[src/rtl/axis_rr_arbiter.sv]
// Packet-level AXI-Stream arbiter: N requesters share one registered master stream.
// Define AXIS_ARB_FIXED_PRIO_EN for lowest-index-wins priority instead of round-robin.
module axis_rr_arbiter #(
   parameter int  N_PORTS = 4,
   parameter int  DATA_W  = 32,
   parameter int  USER_W  = 2,
   localparam int KEEP_W  = DATA_W / 8,
   localparam int PTR_W   = $clog2(N_PORTS)
) (
   input  logic                        clk,
   input  logic                        rst_n,
   input  logic [N_PORTS-1:0]          s_tvalid,
   input  logic [N_PORTS*DATA_W-1:0]   s_tdata,
   input  logic [N_PORTS*KEEP_W-1:0]   s_tstrb,
   input  logic [N_PORTS*KEEP_W-1:0]   s_tkeep,
   input  logic [N_PORTS*USER_W-1:0]   s_tuser,
   input  logic [N_PORTS-1:0]          s_tlast,
   output logic [N_PORTS-1:0]          s_tready,
   output logic                        m_tvalid,
   output logic [DATA_W-1:0]           m_tdata,
   output logic [KEEP_W-1:0]           m_tstrb,
   output logic [KEEP_W-1:0]           m_tkeep,
   output logic [USER_W-1:0]           m_tuser,
   output logic                        m_tlast,
   input  logic                        m_tready,
   output logic [PTR_W-1:0]            grant_id,
   output logic                        busy
);

   // Handshake: a beat moves when valid and ready are both high on a rising clk edge;
   // valid never waits on ready, and the output stage accepts while empty or unloading.
   typedef enum logic {ARB_IDLE = 1'b0, ARB_PASS = 1'b1} arb_state_e;

   arb_state_e           state_q, state_d;
   logic [PTR_W-1:0]     rr_ptr_q, rr_ptr_d;
   logic [PTR_W-1:0]     grant_q, grant_d;
   logic [PTR_W-1:0]     win_idx;
   logic [PTR_W-1:0]     ptr_next;
   logic                 win_found;
   logic                 accept;
   logic [N_PORTS-1:0]   ready_c;
   int                   idx;

   logic                 m_tvalid_q, m_tvalid_d;
   logic [DATA_W-1:0]    m_tdata_q,  m_tdata_d;
   logic [KEEP_W-1:0]    m_tstrb_q,  m_tstrb_d;
   logic [KEEP_W-1:0]    m_tkeep_q,  m_tkeep_d;
   logic [USER_W-1:0]    m_tuser_q,  m_tuser_d;
   logic                 m_tlast_q,  m_tlast_d;

   // Upward search from rr_ptr with wrap; in fixed-priority builds rr_ptr stays 0.
   always_comb begin
      win_found = 1'b0;
      win_idx   = '0;
      idx       = 0;
      for (int k = 0; k < N_PORTS; k++) begin
         idx = int'(rr_ptr_q) + k;
         if (idx >= N_PORTS) idx = idx - N_PORTS;
         if (!win_found && s_tvalid[idx]) begin
            win_found = 1'b1;
            win_idx   = PTR_W'(idx);
         end
      end
   end

   assign ptr_next = (grant_q == PTR_W'(N_PORTS - 1)) ? '0 : grant_q + 1'b1;

   always_comb begin
      state_d  = state_q;
      grant_d  = grant_q;
      rr_ptr_d = rr_ptr_q;
      ready_c  = '0;
      accept   = 1'b0;
      case (state_q)
         ARB_IDLE: begin
            if (win_found) begin
               grant_d = win_idx;
               state_d = ARB_PASS;
            end
         end
         ARB_PASS: begin
            ready_c[grant_q] = ~m_tvalid_q | m_tready;
            accept           = ready_c[grant_q] & s_tvalid[grant_q];
            if (accept && s_tlast[grant_q]) begin
               state_d = ARB_IDLE;
`ifdef AXIS_ARB_FIXED_PRIO_EN
               rr_ptr_d = '0;
`else
               rr_ptr_d = ptr_next;
`endif
            end
         end
         default: state_d = ARB_IDLE;
      endcase
   end

   // Single-entry output stage; load and unload may happen in the same cycle.
   always_comb begin
      m_tvalid_d = m_tvalid_q;
      m_tdata_d  = m_tdata_q;
      m_tstrb_d  = m_tstrb_q;
      m_tkeep_d  = m_tkeep_q;
      m_tuser_d  = m_tuser_q;
      m_tlast_d  = m_tlast_q;
      if (accept) begin
         m_tvalid_d = 1'b1;
         m_tdata_d  = s_tdata[int'(grant_q)*DATA_W +: DATA_W];
         m_tstrb_d  = s_tstrb[int'(grant_q)*KEEP_W +: KEEP_W];
         m_tkeep_d  = s_tkeep[int'(grant_q)*KEEP_W +: KEEP_W];
         m_tuser_d  = s_tuser[int'(grant_q)*USER_W +: USER_W];
         m_tlast_d  = s_tlast[grant_q];
      end else if (m_tready) begin
         m_tvalid_d = 1'b0;
      end
   end

   always_ff @(posedge clk or negedge rst_n) begin
      if (!rst_n) begin
         state_q    <= ARB_IDLE;
         rr_ptr_q   <= '0;
         grant_q    <= '0;
         m_tvalid_q <= 1'b0;
         m_tdata_q  <= '0;
         m_tstrb_q  <= '0;
         m_tkeep_q  <= '0;
         m_tuser_q  <= '0;
         m_tlast_q  <= 1'b0;
      end else begin
         state_q    <= state_d;
         rr_ptr_q   <= rr_ptr_d;
         grant_q    <= grant_d;
         m_tvalid_q <= m_tvalid_d;
         m_tdata_q  <= m_tdata_d;
         m_tstrb_q  <= m_tstrb_d;
         m_tkeep_q  <= m_tkeep_d;
         m_tuser_q  <= m_tuser_d;
         m_tlast_q  <= m_tlast_d;
      end
   end

   assign s_tready = ready_c;
   assign m_tvalid = m_tvalid_q;
   assign m_tdata  = m_tdata_q;
   assign m_tstrb  = m_tstrb_q;
   assign m_tkeep  = m_tkeep_q;
   assign m_tuser  = m_tuser_q;
   assign m_tlast  = m_tlast_q;
   assign grant_id = grant_q;
   assign busy     = (state_q == ARB_PASS) | m_tvalid_q;

endmodule

[config.mk]
export PLATFORM = sky130hd
export DESIGN_NAME = axis_rr_arbiter
export DESIGN_NICKNAME = d
export VERILOG_FILES = /design/src/rtl/axis_rr_arbiter.sv
export SDC_FILE = /design/constraint.sdc
export NUM_CORES = 1
export LEC_CHECK = 0
export CORE_MARGIN = 8
export CORE_UTILIZATION = 35
export CTS_BUF_LIST = sky130_fd_sc_hd__clkbuf_8
export CTS_CLUSTER_DIAMETER = 60
export DETAILED_ROUTE_END_ITERATION = 8
export PLACE_DENSITY = 0.79
export SETUP_SLACK_MARGIN = 0.15
export SLEW_MARGIN = 20
export SYNTH_ARGS = -nofsm -noshare
export SYNTH_HDL_FRONTEND = slang
export SYNTH_SLANG_ARGS = --single-unit
[constraint.sdc]
create_clock -name clk -period 2.9 [get_ports clk]
set_input_delay 0.725 -clock clk [delete_from_list [all_inputs] [get_ports clk]]
set_output_delay 0.725 -clock clk [all_outputs]
set_load 0.01 [all_outputs]
Word level (Yosys, flattened, before mapping)
Index checks and enable logic that the tools add are counted.

word-level totals
  output and inout bits = 51
  word-level logic and storage cells = 89
  register bits after elaboration = 49
  input bits = 179

operators by class
  equality and inequality tests = 1
  shift operators = 4
  mux-type cells = 40
  reduce and logical (&&, ||, !) cells = 11
  bitwise gates (word level) = 6
  order comparisons = 10
  add/subtract/negate cells = 8

operators with widths
  kind                 number
  $lt 32x4->1 const B  4
  $mux 32              4
  $shiftx 128x8->32    1
  $shiftx 16x5->4      2
  $mux 1               21
  $bmux 1 s2           7
  $sub 3x3->4 const B  3
  $mux 2               5
  $ge 3x3->1 const B   3
  $shiftx 8x4->2       1
  $add 2x2->3 const B  2
  $logic_and 1x1->1    5
  $and 4x4->4          1
  $mux 4               1
  $reduce_and 2->1     2
  $sub 2x3->4 const B  1
  $add 2x1->3 const B  1
  $ge 2x3->1 const B   1
  $logic_not 1->1      3
  $lt 2x3->1 const B   1
  $add 2x1->2 const B  1
  $demux 1 s2          1
  $eq 2x2->1 const B   1
  $ge 2x1->1 const B   1
  5 further kinds      7

Logic depth before layout (Yosys ltp)
  word-level depth = 17
  depth in mapped cells = 8
  gate-level depth less buffers = 6

Worst setup path before layout
OpenSTA, ideal clock, no wires.

  path type = reg2reg
  start = register grant_q[1] (netlist: grant_id[1])
  end = register m_tdata_q[0] (netlist: m_tdata[0])
  period minus slack after synthesis = 2,182 ps
  required time = 2,773 ps
  arrival time = 2,054 ps
  stages on the path, launching flop included = 9
  setup slack = 718 ps
  path buffers = 2
  library setup time = 127 ps
  cells stage by stage = dfrtp_1 buf_2 inv_1 ha_1 nand2_1 mux4_2 nor2_8 buf_6 mux2_1

between the ends
  cells in the longest elaborated chain, start to end = 9
  elaborated cells on any way between the ends = 13
  classes of those cells = 2 x order compare; 1 x shift; 7 x mux; 2 x bitwise; 1 x reduce/logical

ends and longest elaborated chain
  what                                                            RTL line  RTL
  start: declaration                                              36        logic [PTR_W-1:0] grant_q, grant_d;
  start signal: assignment                                        131       grant_q <= grant_d;
  $lt 2x3->1 (not written as such) or $ge 2x1->1 (tied branches)  82        ready_c[grant_q] = ~m_tvalid_q | m_tready;
  $logic_and 1x1->1 (not written as such)                         82
  $mux 1 (not written as such)                                    82
  $demux 1 s2                                                     82
  $and 4x4->4 (no line)                                           -
  $bmux 1 s2                                                      83        accept = ready_c[grant_q] & s_tvalid[grant_q];
  $mux 1 (not written as such)                                    83
  $and 1x1->1                                                     83
  $mux 1                                                          74        case (state_q)
  end signal: assignment                                          133       m_tdata_q <= m_tdata_d;
  end: declaration                                                45        logic [DATA_W-1:0] m_tdata_q, m_tdata_d;

Several ways; a longest one is shown, not always the timed one. The select of a mux whose other input is x is not followed.
A chain may end at the register's enable or synchronous reset.

Final worst setup path
  start = input port m_tready
  end = output port s_tready[3]

between the ends
  cells in the longest elaborated chain, start to end = 3

ends and longest elaborated chain
  what                   RTL line  RTL
  start: declaration     25        input logic m_tready,
  $or 1x1->1             82
  $and 4x4->4 (no line)  -
  $mux 4                 74
  end: declaration       18        output logic [N_PORTS-1:0] s_tready,

Every way passes these cells.

==> impl_results.md <==
* Status: completed
* CTS sink cnt at 49
* Die span in x at 110 um
* Grt total ovfl at 0
* Antenna viol nets, final at 0
* Area Growth Syn to Fin at 81.6%
* Design Area, Final at 5600 um2
* First-pass DRT Iterations at 4
* Number of setup violations in the final report at 0
* Worst setup EP type: primary output
* Pin count of the biggest net entering global routing at 39
* Worst slew pin tran at 564 ps
* Initial antenna violation count at 0
* Core box area at 8640 um2
* WP data arrival at 1990 ps
* H-tree depth at 2
* Skew-Pair Late Insertion Delay at 290 ps
* Filler cell count at 661
* Final Skew at 9.87 ps
* Vias in the first global route at 3,187
* Maximum VDD drop at 0.000367 V
* Vias at 2,719
* Final setup TNS at 0 ps
* Tcrit/Tclk final at 93.7%
* Clock share of power at 8.5%
* Unrepaired setup endpoints after global routing: false
* PwrDens at 816 nW/um2
* DP HPWL at 9530 um
* Synth cell types at 26
* Sw Share at 34.4%
* Root Driver: clkbuf_8
* Synth Register Bits at 49
* DIE AREA at 12,100 um2
* Synth warn at 0
* Syn Inst Count at 192
* CTS buffer count at 5
* CP Class: in -> out
* CTS tree: done
* Hold slack at 411 ps
* Die span in y at 110 um
* Mapped Avg Cell Area at 16.1 um2
* Final slew viol count at 0
* GPL Wtd Cong at 0.765
* Seq/Total Area, Yosys at 39.8%
* DR iter-0 viols at 61
* CTS max path bufs at 2
* Ant. Diodes at 0
* Post-Syn Area at 3080 um2
* Most common cell after layout, fill and taps aside: clkdlybuf4s50_1
* Achievable frequency at 368 MHz
* Clk pin slew, worst setup/hold paths at 90 ps
* Internal Power at 0.00300 W
* Most frequent cells in the layout: 227 x clkdlybuf4s50_1, 47 x dfrtp_1, 44 x mux4_2
* Comb pwr share at 63.8%
* Min cycle time layout at 2720 ps
* Req. time, crit path at 2170 ps
* Routed WL at 11,000 um
* Post-synth net total at 375
* Row count at 34
* Type of origin of the critical path: input pin
* Leakage at 2.17 nW
* Max-Cap Viols at 0
* Drt drc at 0
* Hold-fix buffers, CTS at 0
* Flop pwr share at 27.7%
* Net count, final at 603
* Relative slew margins at 62.4%
* Final Hold Fails at 0
* Layout cells sized above 1 at 17.1%
* Vias/cell at 5.14
* Placed inst area at 5500 um2
* GRT Total Usage at 17.7%
* Initial Util at 35.7%
* Worst-path fanout max at 6
* First-pass GRT wire length at 16,500 um
* Min-Delay Path Class: in -> async
* Net switching power figure at 0.00157 W
* Top Ports at 230
* WL/cell at 20.8 um
* PortBufs at 229
## cells in the mapped netlist
cell type / count / share of area, %
inv_1: 4 / 0.49
buf_1: 1 / 0.12
buf_6: 5 / 1.8
a221oi_1: 1 / 0.28
a21oi_1: 2 / 0.32
nand2_1: 6 / 0.73
mux2_2: 6 / 2.2
nor2_8: 1 / 0.65
or2_2: 1 / 0.20
buf_2: 4 / 0.65
o21ai_0: 3 / 0.49
a21o_1: 1 / 0.24
or4_1: 1 / 0.24
o22ai_1: 1 / 0.20
ha_1: 4 / 1.6
nor2_1: 4 / 0.49
and3_1: 4 / 0.81
nor3b_2: 1 / 0.41
nand2b_1: 2 / 0.41
inv_2: 1 / 0.12
dfrtp_1: 49 / 40
nor2b_1: 1 / 0.20
o221ai_1: 1 / 0.28
mux2_1: 40 / 15
mux4_2: 44 / 32
clkbuf_1: 4 / 0.49
## metrics by stage
stage / total power (W) / setup slack (ps) / cells / util, %
6_report: 0.00457 / 182 / 529 / 64.8
2_1_floorplan: 0.00290 / 718 / 192 / -
3_5_place_dp: 0.00425 / 121 / 521 / 63.7
4_1_cts: 0.00466 / 176 / 529 / 64.7
5_1_grt: 0.00490 / 154 / 529 / 64.8
3_3_place_gp: 0.00418 / 134 / 521 / 63.7
## sequential cells by signal, indices dropped and copies added (netlist names)
signal and count:
grant_id 2, m_tdata 32, m_tkeep 4, m_tlast 1, m_tstrb 4, m_tuser 2
m_tvalid 1, rr_ptr_q 2, state_q 1
## per-layer routing
metal / GRT usage [%] / vias up / part of all wire, %
met4: 5.79 / 0 / 2.9
li1: - / 1221 / -
met1: 18.4 / 1325 / 34
met5: 0 / - / 0
met2: 31.7 / 153 / 51
met3: 7.33 / 20 / 12
## power by group through the flow
stage	clock (W)	sequential [W]	combinational [W]
3_5_place_dp	0	0.00128	0.00298
4_1_cts	0.000407	0.00127	0.00298
5_1_grt	0.000435	0.00132	0.00315
6_report	0.000389	0.00127	0.00291
2_1_floorplan	0	0.00138	0.00152
3_3_place_gp	0	0.00126	0.00292
## timing repair
item | in CTS | in global routing
setup buffers | 0 | 0
gates resized for setup | 1 | 2
setup endpoints to repair | 4 | 2
## path summary, 6_finish.rpt
| check | to | depth (start not counted) | from | slack [ps] |
|---|---|---|---|---|
| min | m_tuser[1]$_DFFE_PN0P_ | 1 | rst_n | 410 |
| min in group clk | m_tdata[11]$_DFFE_PN0P_ | 1 | m_tdata[11]$_DFFE_PN0P_ | 490 |
| max in group asynchronous | m_tlast$_DFFE_PN0P_ | 2 | rst_n | 1950 |
| min reg2reg | m_tdata[11]$_DFFE_PN0P_ | 1 | m_tdata[11]$_DFFE_PN0P_ | 490 |
| max reg2reg | m_tstrb[3]$_DFFE_PN0P_ | 7 | grant_id[1]$_DFFE_PN0P_ | 580 |
| max | s_tready[3] | 4 | m_tready | 180 |
## cells by family after synthesis
logic type | synth area share, %
multiplexers | 48.9
AND/OR/NAND/NOR | 4.14
AO/OA/AOI/OAI | 1.83
adder cells (fa/ha/maj) | 1.62
buffers and inverters | 3.69
flip-flops | 39.8
## worst max-delay path, stage by stage
cell,delay (ps)
clkdlybuf4s50_1,450
nand2b_4,130
and3_1,150
clkdlybuf4s50_1,540
## cell type report
class	count	area [um2]	share of cell area, %
Clock buffer	5	68.8	1.23
Clock inverter	3	17.5	0.313
Inverter	5	18.8	0.335
Multi-Input combinational cell	124	1750	31.3
Sequential cell	49	1230	22.0
Tap cell	108	135	2.41
Timing Repair Buffer	235	2380	42.4
No activity file was read; power rests on OpenSTA's default activity.
